## config.mk

```make
export PLATFORM = sky130hd
export DESIGN_NAME = hqm_sbetgt_msgcollect
export DESIGN_NICKNAME = d
export VERILOG_FILES = /design/src/rtl/hqm_sbecollect_pkg.sv /design/src/rtl/hqm_sbecollect_dwpack.sv /design/src/rtl/hqm_sbetgt_msgcollect.sv
export SDC_FILE = /design/constraint.sdc
export NUM_CORES = 1
export LEC_CHECK = 0
export ABC_AREA = 0
export BUFFER_PORTS_ARGS = -buffer_cell sky130_fd_sc_hd__clkbuf_2
export CAP_MARGIN = 20
export CORE_UTILIZATION = 37
export DETAILED_ROUTE_END_ITERATION = 7
export HOLD_SLACK_MARGIN = 0.06
export PLACE_DENSITY = 0.61
export SYNTH_ARGS = -nofsm -noshare
export SYNTH_HDL_FRONTEND = slang
export SYNTH_SLANG_ARGS = --single-unit
```

## constraint.sdc

```tcl
create_clock -name agent_clk -period 2.5 [get_ports agent_clk]
set_input_delay 0 -clock agent_clk [delete_from_list [all_inputs] [get_ports agent_clk]]
set_output_delay 0 -clock agent_clk [all_outputs]
set_load 0.1 [all_outputs]
```

## src/rtl/hqm_sbecollect_pkg.sv

```systemverilog
// Shared types and constants for the sideband target message collector.
// The collector's optional per-flit parity check is enabled with HQM_SBE_COLLECT_PARCHK_EN.
package hqm_sbecollect_pkg;

  typedef enum logic [1:0] {
    INIT    = 2'd0,
    COLLECT = 2'd1,
    HOLD    = 2'd2
  } state_e;

  localparam int DEST_LSB = 0;
  localparam int SRC_LSB  = 8;
  localparam int OPC_LSB  = 16;
  localparam int TAG_LSB  = 24;
  localparam int EH_BIT   = 31;

  // Header dword as it arrives on the wire: bits [30:27] are not decoded
  typedef struct packed {
    logic       eh;
    logic [3:0] rsvd;
    logic [2:0] tag;
    logic [7:0] opcode;
    logic [7:0] src;
    logic [7:0] dest;
  } hdr_t;

  localparam int ERR_OVF = 2;
  localparam int ERR_MAL = 1;
  localparam int ERR_PAR = 0;

  // Flit payload width in bytes for a given payload MSB
  function automatic int flit_bytes(input int pldbit);
    return (pldbit + 1) / 8;
  endfunction

endpackage

```

## src/rtl/hqm_sbecollect_dwpack.sv

```systemverilog
// Byte-lane packer: gathers 8/16/32-bit flits into little-endian 32-bit dwords.
// A dword completes when its last lane is written or when eom closes it early;
// an early close leaves the unwritten upper lanes at zero and raises o_partial.
module hqm_sbecollect_dwpack #(
  parameter int INTERNALPLDBIT = 31
) (
  input  logic                    clk,
  input  logic                    rst_b,
  input  logic                    i_put,
  input  logic                    i_eom,
  input  logic                    i_clear,
  input  logic [INTERNALPLDBIT:0] i_payload,
  output logic                    o_dw_done,
  output logic [31:0]             o_dw_data,
  output logic                    o_partial
);
  import hqm_sbecollect_pkg::*;

  localparam int         FLIT_BITS = 8 * flit_bytes(INTERNALPLDBIT);
  localparam int         LANES     = 32 / FLIT_BITS;
  localparam logic [1:0] LAST_LANE = 2'(LANES - 1);

  logic [1:0]  r_bcnt;
  logic [31:0] r_asm;
  logic [31:0] w_flit_sh;
  logic        w_last;

  assign w_last    = (r_bcnt == LAST_LANE);
  assign w_flit_sh = 32'(i_payload) << (32'(r_bcnt) * FLIT_BITS);
  assign o_dw_data = r_asm | w_flit_sh;
  assign o_dw_done = i_put & (w_last | i_eom);
  assign o_partial = i_put & i_eom & ~w_last;

  // Lane counter and assembly register; both restart after every completed dword
  always_ff @(posedge clk or negedge rst_b) begin
    if (!rst_b) begin
      r_bcnt <= '0;
      r_asm  <= '0;
    end else if (i_clear || o_dw_done) begin
      r_bcnt <= '0;
      r_asm  <= '0;
    end else if (i_put) begin
      r_bcnt <= r_bcnt + 2'd1;
      r_asm  <= o_dw_data;
    end
  end

endmodule

```

## src/rtl/hqm_sbetgt_msgcollect.sv

```systemverilog
// Message collector downstream of the target repeater's IP-side flit port.
// Packs flits into dwords, decodes dword 0 as the header, buffers up to MAXDW
// data dwords and holds the whole message on a valid/ready port.
// Optional parity checking: define HQM_SBE_COLLECT_PARCHK_EN.
//
// state   | meaning
// INIT    | one cycle after reset, not yet free
// COLLECT | tmsg_free=1, accepting flits until eom
// HOLD    | message presented, waiting for msg_ready
module hqm_sbetgt_msgcollect #(
  parameter int INTERNALPLDBIT = 31,
  parameter int MAXDW          = 4,
  parameter int DWCW           = 4
) (
  input  logic                    agent_clk,
  input  logic                    agent_rst_b,
  input  logic                    tmsg_put,
  input  logic                    tmsg_eom,
  input  logic                    tmsg_parity,
  input  logic [INTERNALPLDBIT:0] tmsg_payload,
  output logic                    tmsg_free,
  output logic                    msg_valid,
  input  logic                    msg_ready,
  output logic [7:0]              msg_dest,
  output logic [7:0]              msg_src,
  output logic [7:0]              msg_opcode,
  output logic [2:0]              msg_tag,
  output logic                    msg_eh,
  output logic [32*MAXDW-1:0]     msg_data,
  output logic [DWCW-1:0]         msg_dwcount,
  output logic [2:0]              msg_err
);
  import hqm_sbecollect_pkg::*;

  localparam logic [DWCW-1:0] LP_MAXDW = DWCW'(MAXDW);

  state_e                  r_state;
  state_e                  w_state_nxt;
  logic                    r_free;
  logic                    r_valid;
  logic                    w_free_nxt;
  logic                    w_valid_nxt;
  hdr_t                    r_hdr;
  logic                    r_hdr_done;
  logic [MAXDW-1:0][31:0]  r_data;
  logic [DWCW-1:0]         r_dwcount;
  logic [2:0]              r_err;
  logic                    w_acc;
  logic                    w_eom_acc;
  logic                    w_hs;
  logic                    w_dw_done;
  logic [31:0]             w_dw_data;
  logic                    w_partial;
  logic                    w_parerr;
  logic [3:0]              w_unused_rsvd;

  // Puts offered while not free are dropped here
  assign w_acc     = tmsg_put & r_free;
  assign w_eom_acc = w_acc & tmsg_eom;
  assign w_hs      = r_valid & msg_ready;

`ifdef HQM_SBE_COLLECT_PARCHK_EN
  assign w_parerr = w_acc & (^{tmsg_eom, tmsg_payload, tmsg_parity});
`else
  logic w_unused_parity;
  assign w_unused_parity = tmsg_parity;
  assign w_parerr        = 1'b0;
`endif

  hqm_sbecollect_dwpack #(
    .INTERNALPLDBIT(INTERNALPLDBIT)
  ) u_dwpack (
    .clk       (agent_clk),
    .rst_b     (agent_rst_b),
    .i_put     (w_acc),
    .i_eom     (tmsg_eom),
    .i_clear   (w_hs),
    .i_payload (tmsg_payload),
    .o_dw_done (w_dw_done),
    .o_dw_data (w_dw_data),
    .o_partial (w_partial)
  );

  // State register
  always_ff @(posedge agent_clk or negedge agent_rst_b) begin
    if (!agent_rst_b) r_state <= INIT;
    else              r_state <= w_state_nxt;
  end

  // Next-state decode
  always_comb begin
    w_state_nxt = r_state;
    case (r_state)
      INIT:    w_state_nxt = COLLECT;
      COLLECT: if (w_eom_acc) w_state_nxt = HOLD;
      HOLD:    if (w_hs)      w_state_nxt = COLLECT;
      default: w_state_nxt = INIT;
    endcase
  end

  // Next values of the registered handshake outputs
  always_comb begin
    w_free_nxt  = r_free;
    w_valid_nxt = r_valid;
    case (r_state)
      INIT: w_free_nxt = 1'b1;
      COLLECT: if (w_eom_acc) begin
        w_free_nxt  = 1'b0;
        w_valid_nxt = 1'b1;
      end
      HOLD: if (w_hs) begin
        w_free_nxt  = 1'b1;
        w_valid_nxt = 1'b0;
      end
      default: begin
        w_free_nxt  = 1'b0;
        w_valid_nxt = 1'b0;
      end
    endcase
  end

  // Handshake output registers
  always_ff @(posedge agent_clk or negedge agent_rst_b) begin
    if (!agent_rst_b) begin
      r_free  <= 1'b0;
      r_valid <= 1'b0;
    end else begin
      r_free  <= w_free_nxt;
      r_valid <= w_valid_nxt;
    end
  end

  // Dword routing into header/data buffers and sticky error capture
  always_ff @(posedge agent_clk or negedge agent_rst_b) begin
    if (!agent_rst_b) begin
      r_hdr      <= '0;
      r_hdr_done <= 1'b0;
      r_data     <= '0;
      r_dwcount  <= '0;
      r_err      <= '0;
    end else if (w_hs) begin
      r_hdr      <= '0;
      r_hdr_done <= 1'b0;
      r_data     <= '0;
      r_dwcount  <= '0;
      r_err      <= '0;
    end else if (w_acc) begin
      if (w_dw_done) begin
        if (!r_hdr_done) begin
          r_hdr      <= hdr_t'(w_dw_data);
          r_hdr_done <= 1'b1;
        end else if (r_dwcount < LP_MAXDW) begin
          for (int k = 0; k < MAXDW; k++) begin
            if (r_dwcount == DWCW'(k)) r_data[k] <= w_dw_data;
          end
          r_dwcount <= r_dwcount + 1'b1;
        end else begin
          r_err[ERR_OVF] <= 1'b1;
        end
      end
      if (w_partial) r_err[ERR_MAL] <= 1'b1;
      if (w_parerr)  r_err[ERR_PAR] <= 1'b1;
    end
  end

  assign w_unused_rsvd = r_hdr.rsvd;

  assign tmsg_free   = r_free;
  assign msg_valid   = r_valid;
  assign msg_dest    = r_hdr.dest;
  assign msg_src     = r_hdr.src;
  assign msg_opcode  = r_hdr.opcode;
  assign msg_tag     = r_hdr.tag;
  assign msg_eh      = r_hdr.eh;
  assign msg_data    = r_data;
  assign msg_dwcount = r_dwcount;
  assign msg_err     = r_err;

`ifdef SIMONLY
  // A put while not free is a protocol violation by the repeater
  a_put_needs_free: assert property (@(posedge agent_clk) disable iff (!agent_rst_b)
    tmsg_put |-> r_free);
`endif

endmodule

```

==> results.json, run 1 <==
{
  "outcome": "finished, final reports clean",
  "clk_latency_ns": 0.50,
  "worst_pin_slew_ns": 0.729,
  "yosysUniqueCellTypes": 37,
  "finalHoldViolCount": 0,
  "clockBufferDepth": 3,
  "critPathKind": "register to register",
  "synth_area_leader_cell": "dfrtp_1",
  "fin_util": 0.486,
  "slew_violations": 0,
  "port_buffers": 200,
  "wire_per_inst_um": 18.0,
  "worstPathRequired_ns": 2.91,
  "firstDrtPassIters": 4,
  "p_int_mw": 7.73,
  "synth-seq-cells": 201,
  "ys.flop_type": "dfrtp_1",
  "die_width_um": 155,
  "multi_input_area_mm2": 0.00319,
  "grt_pass1_vias": 6535,
  "synth-edff-count": 0,
  "period_needed_ns": 2.09,
  "grt_overflow_total": 0,
  "cts_buffers": 22,
  "grt_usage": 0.203,
  "root_buffer": "clkbuf_16",
  "synth_top_area_frac": 0.583,
  "syn-cell-area_mm2": 0.00863,
  "cts-resized-gates": 0,
  "seq_area_frac_synth": 0.583,
  "p_clk_frac": 0.223,
  "switchingPower_mw": 8.28,
  "synthArstFlopShare": 1.00,
  "wirelength_mm": 23.7,
  "drc": 0,
  "crit_path_end_kind": "register",
  "initial_core_util": 0.379,
  "synth_warnings": 0,
  "cts_sinks": 201,
  "cap_violations": 0,
  "leakage_nw": 6.17,
  "pwr-share-comb": 0.492,
  "antenna_cells": 0,
  "rows": 55,
  "synth.area.top_cells": "dfrtp_1 58%, mux2i_1 15%, nand2_1 6.1%",
  "die_area_mm2": 0.0239,
  "clk_pin_slew_worst_paths_ns": 0.06,
  "syn2layout_area_growth_pct": 28.3,
  "start_kind": "register",
  "seqPwrFrac": 0.285,
  "hp-class": "input pin to asynchronous set/reset pin",
  "switching_share": 0.517,
  "ios": 203,
  "nets": 1030,
  "setup_tns_ns": 0,
  "drt-vias-per-instance": 4.96,
  "netlist_instances": 766,
  "crit_fanout": 21,
  "slew_headroom": 0.513,
  "setup-violations-final": 0,
  "cp.arrival_ns": 2.50,
  "cts_tree": "yes",
  "grt_max_degree": 77,
  "holdWs_ns": 0.108,
  "cts-htree-levels": 1,
  "min_period_over_period": 0.836,
  "synth_area_per_cell_um2": 11.3,
  "gp_congestion": 0.751,
  "drt_iter0_markers": 306,
  "rsz0062_at_grt": "false",
  "drive_gt1_frac": 0.274,
  "max_freq_mhz": 478,
  "via_count": 6532,
  "power_density_mw_per_mm2": 1450,
  "grt_pass1_wl_mm": 38.3,
  "fillers": 2077,
  "hpwl_mm": 15.2,
  "antenna_found_initial": 0,
  "fin_skew_ns": 0.00695,
  "design.core.area_mm2": 0.0228,
  "regArea_mm2": 0.00503,
  "synth_nets": 809,
  "ant_nets": 0,
  "ir_drop_mv": 0.764,
  "fp.dieH_um": 155
}
-- metal layers --
layer	GRT usage	routed length (µm)
met5	0	0
met4	0.0405	320
met3	0.0359	1190
met2	0.327	11100
met1	0.288	11200
-- cells in the mapped netlist, types with 2 or more instances --
cell and n:
dfrtp_1 201, nand2_1 140, mux2i_1 128, o21ai_1 60, clkbuf_1 42, a21oi_1 37
nor2_1 36, nor3b_1 32, o211ai_1 29, buf_12 9, inv_1 6, buf_2 5
ha_1 5, or3_1 5, buf_6 3, nand2b_1 3, o21ai_0 3, and2_1 2
dlygate4sd1_1 2
-- cells in the final DEF, fill, tap and decap left out, types with 3 or more instances in the layout --
cell type	Yosys	routed
o21ai_1	60	60
nor3b_1	32	32
a21oi_1	37	37
clkinv_2	0	3
ha_1	5	5
dfrtp_1	201	199
buf_4	1	18
clkbuf_16	0	23
nand2_1	140	137
o211ai_1	29	29
o21ai_0	3	3
bufinv_16	0	4
clkbuf_8	0	7
clkbuf_2	0	199
clkbuf_1	42	3
or3_2	0	3
inv_1	6	6
dlygate4sd3_1	0	37
mux2i_1	128	128
nor2_1	36	36
buf_12	9	5
-- power groups by stage --
| stage | logic (mW) | registers [mW] | clock network (mW) |
|---|---|---|---|
| 3_3_place_gp | 7.81 | 4.60 | 0 |
| 3_5_place_dp | 7.88 | 4.62 | 0 |
| 5_1_grt | 8.33 | 4.68 | 3.79 |
| 2_1_floorplan | 2.27 | 8.49 | 0 |
| 4_1_cts | 7.95 | 4.57 | 3.67 |
| 6_report | 7.87 | 4.57 | 3.57 |
-- final cells by class --
type | count | area share
flip-flops and latches | 201 | 0.455
multi-input cells | 495 | 0.288
repair buffers | 260 | 0.146
clock buffers | 32 | 0.0605
well taps | 313 | 0.0354
clock inverters | 8 | 0.0130
inverters | 7 | 0.00237
-- logic make-up after synthesis --
logic type / Yosys count / share of synthesized area
adder cells (fa/ha/maj): 5 / 0.00725
flip-flops: 201 / 0.583
multiplexers: 128 / 0.148
AND/OR/NAND/NOR: 223 / 0.117
AO/OA/AOI/OAI: 138 / 0.0919
buffers and inverters: 70 / 0.0523
other: 1 / 0.000434
-- what timing repair did --
action                                 4_1_cts  5_1_grt
endpoints found under the hold margin      185        0
setup buffers                                0        0
hold buffers                                37        0
-- final timing paths --
check,startpoint,slack [ns],endpoint,cells past startpoint
max,u_dwpack.r_bcnt[0],0.41,msg_data[35],6
min,agent_rst_b,0.11,msg_data[119],2
max reg2reg,u_dwpack.r_bcnt[0],0.41,msg_data[35],6
min reg2reg,u_dwpack.r_asm[7],0.49,u_dwpack.r_asm[7],2
max in group asynchronous,agent_rst_b,1.63,msg_dwcount[1],3
min in group agent_clk,tmsg_payload[15],0.30,u_dwpack.r_asm[15],4
-- stage by stage --
| stage | std cells | power (mW) | setup slack (ns) | cell area, µm² |
|---|---|---|---|---|
| 2_1_floorplan | 766 | 10.8 | 0.216 | 8630 |
| 3_3_place_gp | 1239 | 12.4 | 0.460 | 9890 |
| 3_5_place_dp | 1239 | 12.5 | 0.398 | 9890 |
| 4_1_cts | 1316 | 16.2 | 0.383 | 11100 |
| 5_1_grt | 1316 | 16.8 | 0.275 | 11100 |
| 6_report | 1316 | 16.0 | 0.409 | 11100 |
-- flip-flops by register name (all words and copies together), names as in the netlist, 2 cells and up --
signal,cells
msg_data,128
msg_dest,8
msg_dwcount,4
msg_err,2
msg_opcode,8
msg_src,8
msg_tag,3
r_state,2
u_dwpack.r_asm,32
u_dwpack.r_bcnt,2
-- critical path, stage by stage, from the launching register on --
cell and delay [ns]:
dfrtp_2 0.35, inv_1 0.04, ha_1 0.25, o211ai_4 0.46, or3_2 0.22, buf_4 0.39, mux2i_1 0.26
Power figures use the tool's default switching activity.
==> run 2, diff against run 1 <==
Settings changed: PLACE_DENSITY 0.61 to 0.63.
Clock period 2.5 ns to 1.8 ns, I/O delays scaled along.
==> results.json, run 2 (synthesis results as in run 1) <==
{
  "fillers": 2105,
  "wirelength_mm": 24.2,
  "rsz0062_at_grt": "false",
  "layout_commonest_cell": "clkbuf_2",
  "regArea_mm2": 0.00504,
  "antenna_found_initial": 0,
  "grt_usage": 0.203,
  "start_kind": "register",
  "period_needed_ns": 1.76,
  "ir_drop_mv": 1.21,
  "cts_sinks": 201,
  "syn2layout_area_growth_pct": 31.2,
  "hp-class": "input pin to asynchronous set/reset pin",
  "drc": 0,
  "cts_tree": "yes",
  "setup_tns_ns": 0,
  "wire_per_inst_um": 18.1,
  "crit_path_end_kind": "register",
  "cts_buffers": 22,
  "post_cts_buffers": 0,
  "pre_cts_ws_ns": -0.0872,
  "outcome": "finished, final reports clean",
  "cp.arrival_ns": 2.10,
  "nets": 1052,
  "worstPathRequired_ns": 2.14,
  "rrSetupSlack_ns": 0.04,
  "met1_usage": 0.289,
  "leakage_nw": 6.29,
  "port_buffers": 200,
  "fin_skew_ns": 0.0142,
  "gr-usage-met3": 0.0325,
  "largest_reg_flops": 128,
  "cts-htree-levels": 1,
  "max_freq_mhz": 568,
  "clockBufferDepth": 3,
  "ios": 203,
  "grt_overflow_total": 0,
  "slew_headroom": 0.611,
  "layout_common_cells": "199 x clkbuf_2, 195 x dfrtp_1, 137 x nand2_1",
  "initial_core_util": 0.379,
  "finalHoldViolCount": 0,
  "multi_input_area_mm2": 0.00322,
  "gp_congestion": 0.759,
  "fp.dieH_um": 155,
  "grt_max_degree": 57,
  "crit_fanout": 13,
  "rows": 55,
  "critPathKind": "register to register",
  "grt_pass1_wl_mm": 38.1,
  "die_area_mm2": 0.0239,
  "power_density_mw_per_mm2": 1960,
  "hpwl_mm": 16.4,
  "clk_pin_slew_worst_paths_ns": 0.06,
  "cap_violations": 0,
  "root_buffer": "clkbuf_16",
  "setup-violations-final": 0,
  "clk_latency_ns": 0.50,
  "die_width_um": 155,
  "antenna_cells": 0,
  "setup_ws_ns": 0.0404,
  "met2_usage": 0.317,
  "drive_gt1_frac": 0.294,
  "drt_iter0_markers": 333,
  "firstDrtPassIters": 4,
  "slew_violations": 0,
  "busiest_layer": "met2",
  "grt_pass1_vias": 6621,
  "min_period_over_period": 0.978,
  "via_count": 6693,
  "ant_nets": 0,
  "worst_pin_slew_ns": 0.587,
  "design.core.area_mm2": 0.0228,
  "drt-vias-per-instance": 5.01
}
==> run 2: path summary, 6_finish.rpt <==
path | from | to | cells past startpoint
max | msg_dwcount[3] | msg_data[88] | 4
min | agent_rst_b | msg_data[61] | 2
max reg2reg | msg_dwcount[3] | msg_data[88] | 4
min reg2reg | u_dwpack.r_asm[3] | u_dwpack.r_asm[3] | 2
max in group asynchronous | agent_rst_b | msg_data[85] | 3
min in group agent_clk | tmsg_payload[15] | u_dwpack.r_asm[15] | 4
==> run 2: power by group <==
group	internal [mW]	total, mW	switching (mW)
registers	5.68	6.44	0.758
clock network	2.75	4.52	1.77
logic	2.16	11.2	9.03
total	10.6	22.2	11.6
==> run 2: layout make-up <==
cell class / instances / area share
Clock buffer: 32 / 0.0600
Multi-Input combinational cell: 495 / 0.284
Timing Repair Buffer: 282 / 0.168
Tap cell: 313 / 0.0346
Sequential cell: 201 / 0.446
Inverter: 7 / 0.00232
Clock inverter: 6 / 0.00508
==> run 2: per-stage QoR <==
stage | total power, mW | hold slack, ns | utilization | cell area, µm² | cells
5_1_grt | 23.1 | 0.0988 | 0.497 | 11300 | 1336
2_1_floorplan | 15.1 | -0.296 | - | 8730 | 766
3_5_place_dp | 17.6 | 0.0139 | 0.446 | 10200 | 1261
3_3_place_gp | 17.5 | 0.0190 | 0.446 | 10200 | 1261
6_report | 22.2 | 0.0544 | 0.497 | 11300 | 1336
4_1_cts | 22.3 | 0.0633 | 0.495 | 11300 | 1336
==> run 2: critical path: stages (launching register included) <==
cell and delay, ns:
dfrtp_4 0.47, or3b_4 0.43, or3_4 0.38, buf_8 0.18, mux2i_1 0.14
==> run 2: what timing repair did <==
action,4_1_cts,5_1_grt
hold buffers,37,0
pin swaps,0,0
endpoints found under the hold margin,244,0
resized for setup,6,12
setup endpoints to repair,96,101
==> run 2: routing by layer <==
layer  vias to the layer above  part of all wire
li1                       3115                 -
met1                      3328              0.46
met2                       211              0.46
met3                        39             0.053
met4                         0             0.026
met5                         -                 0
==> run 3, diff against run 2 <==
Settings changed: BUFFER_PORTS_ARGS -buffer_cell sky130_fd_sc_hd__clkbuf_2 to unset, DONT_BUFFER_PORTS set to 1, PLACE_DENSITY 0.63 to 0.55.
==> results.json, run 3 (synthesis results as in run 1) <==
{
  "antenna_found_initial": 0,
  "gp_congestion": 0.794,
  "cap_violations": 0,
  "rsz0062_at_grt": "true",
  "slew_headroom": 0.651,
  "clockBufferDepth": 3,
  "crit_path_end_kind": "register",
  "total_power_mw": 22.4,
  "ir_drop_mv": 1.44,
  "rows": 55,
  "drc": 0,
  "cts_sinks": 201,
  "grt_usage": 0.212,
  "setup-violations-final": 0,
  "hp-class": "input pin to asynchronous set/reset pin",
  "outcome": "finished with violations",
  "drive_gt1_frac": 0.254,
  "wirelength_mm": 25.3,
  "cp.arrival_ns": 2.11,
  "worstPathRequired_ns": 2.14,
  "ant_nets": 0,
  "clk_latency_ns": 0.50,
  "grt_overflow_total": 0,
  "worst_pin_slew_ns": 0.520,
  "fp.dieH_um": 155,
  "max_freq_mhz": 568,
  "layout_commonest_cell": "dfrtp_1",
  "power_density_mw_per_mm2": 1970,
  "stdcell_area_mm2": 0.0114,
  "fillers": 2085,
  "grt_pass1_wl_mm": 39.3,
  "dp_cells": 1211,
  "design.core.area_mm2": 0.0228,
  "cts_buffers": 23,
  "cts_tree": "yes",
  "leakage_nw": 6.18,
  "drt-vias-per-instance": 5.14,
  "die_area_mm2": 0.0239,
  "layout_common_cells": "195 x dfrtp_1, 182 x buf_4, 137 x nand2_1",
  "slew_violations": 0,
  "period_needed_ns": 1.76,
  "hpwl_mm": 16.2,
  "post_dp_cell_area_mm2": 0.0102,
  "initial_core_util": 0.379,
  "crit_fanout": 12,
  "finalHoldViolCount": 201,
  "die_width_um": 155,
  "setup_ws_ns": 0.0383,
  "via_count": 6616,
  "critPathKind": "register to register",
  "ios": 203,
  "grt_max_degree": 202,
  "fin_cells": 1288,
  "pre_cts_ws_ns": -0.0688,
  "antenna_cells": 0,
  "firstDrtPassIters": 5,
  "nets": 1005,
  "syn2layout_area_growth_pct": 31.8,
  "min_period_over_period": 0.979,
  "port_buffers": 0,
  "cts-htree-levels": 1,
  "rrSetupSlack_ns": 0.04,
  "root_buffer": "clkbuf_16",
  "clk_pin_slew_worst_paths_ns": 0.05,
  "wire_per_inst_um": 19.6,
  "largest_reg_flops": 128,
  "holdWs_ns": -0.788,
  "start_kind": "register",
  "fin_skew_ns": 0.0101,
  "violations": "hold timing",
  "drt_iter0_markers": 471,
  "grt_pass1_vias": 6991
}
run 3: path summary, 6_finish.rpt:
| check | start | cells past startpoint | to |
|---|---|---|---|
| min in group agent_clk | tmsg_payload[31] | 3 | msg_eh |
| setup reg to reg | msg_dwcount[3] | 4 | msg_data[3] |
| hold / removal | agent_rst_b | 0 | msg_data[24] |
| hold reg to reg | u_dwpack.r_asm[6] | 2 | u_dwpack.r_asm[6] |
| max in group asynchronous | agent_rst_b | 0 | msg_data[67] |
| setup / recovery | msg_dwcount[3] | 4 | msg_data[3] |
run 3: area by class of cell:
class | instances | area (µm²) | share of cell area
sequential | 201 | 5040 | 0.443
clock inverter | 3 | 18.8 | 0.00165
timing repair buffer | 234 | 2000 | 0.176
multi-input combinational | 495 | 3210 | 0.282
tap | 313 | 392 | 0.0344
clock buffer | 35 | 681 | 0.0598
inverter | 7 | 26.3 | 0.00231
run 3: critical path, stage by stage, from the launching register on:
cell     delay, ns
dfrtp_4       0.47
or3b_4        0.42
or3_4         0.40
buf_12        0.19
mux2i_1       0.13
run 3: what timing repair did:
action	CTS	global route
hold buffers	36	1
setup endpoints to repair	96	42
cloned	2	0
resized for setup	9	4
setup buffers	0	0
pin swaps	1	1
endpoints found under the hold margin	356	202
run 3: metrics by stage:
step                       util  TNS [ns]
after global routing      0.500   -0.0692
final                     0.500         0
after global placement    0.449     -2.21
after CTS                 0.499   -0.0301
after floorplan               -    -10.95
after detailed placement  0.449     -3.78
run 3: per-layer routing:
layer	up-vias	wire, µm	track usage
li1	3010	-	-
met1	3322	10900	0.277
met2	244	12400	0.358
met3	40	1480	0.0375
met4	0	529	0.0632
met5	-	0	0
run 3: where the power goes:
part           internal, mW  switching (mW)
clock                  2.58            1.76
combinational          2.57            9.07
sequential             5.68           0.757
total                  10.8            11.6
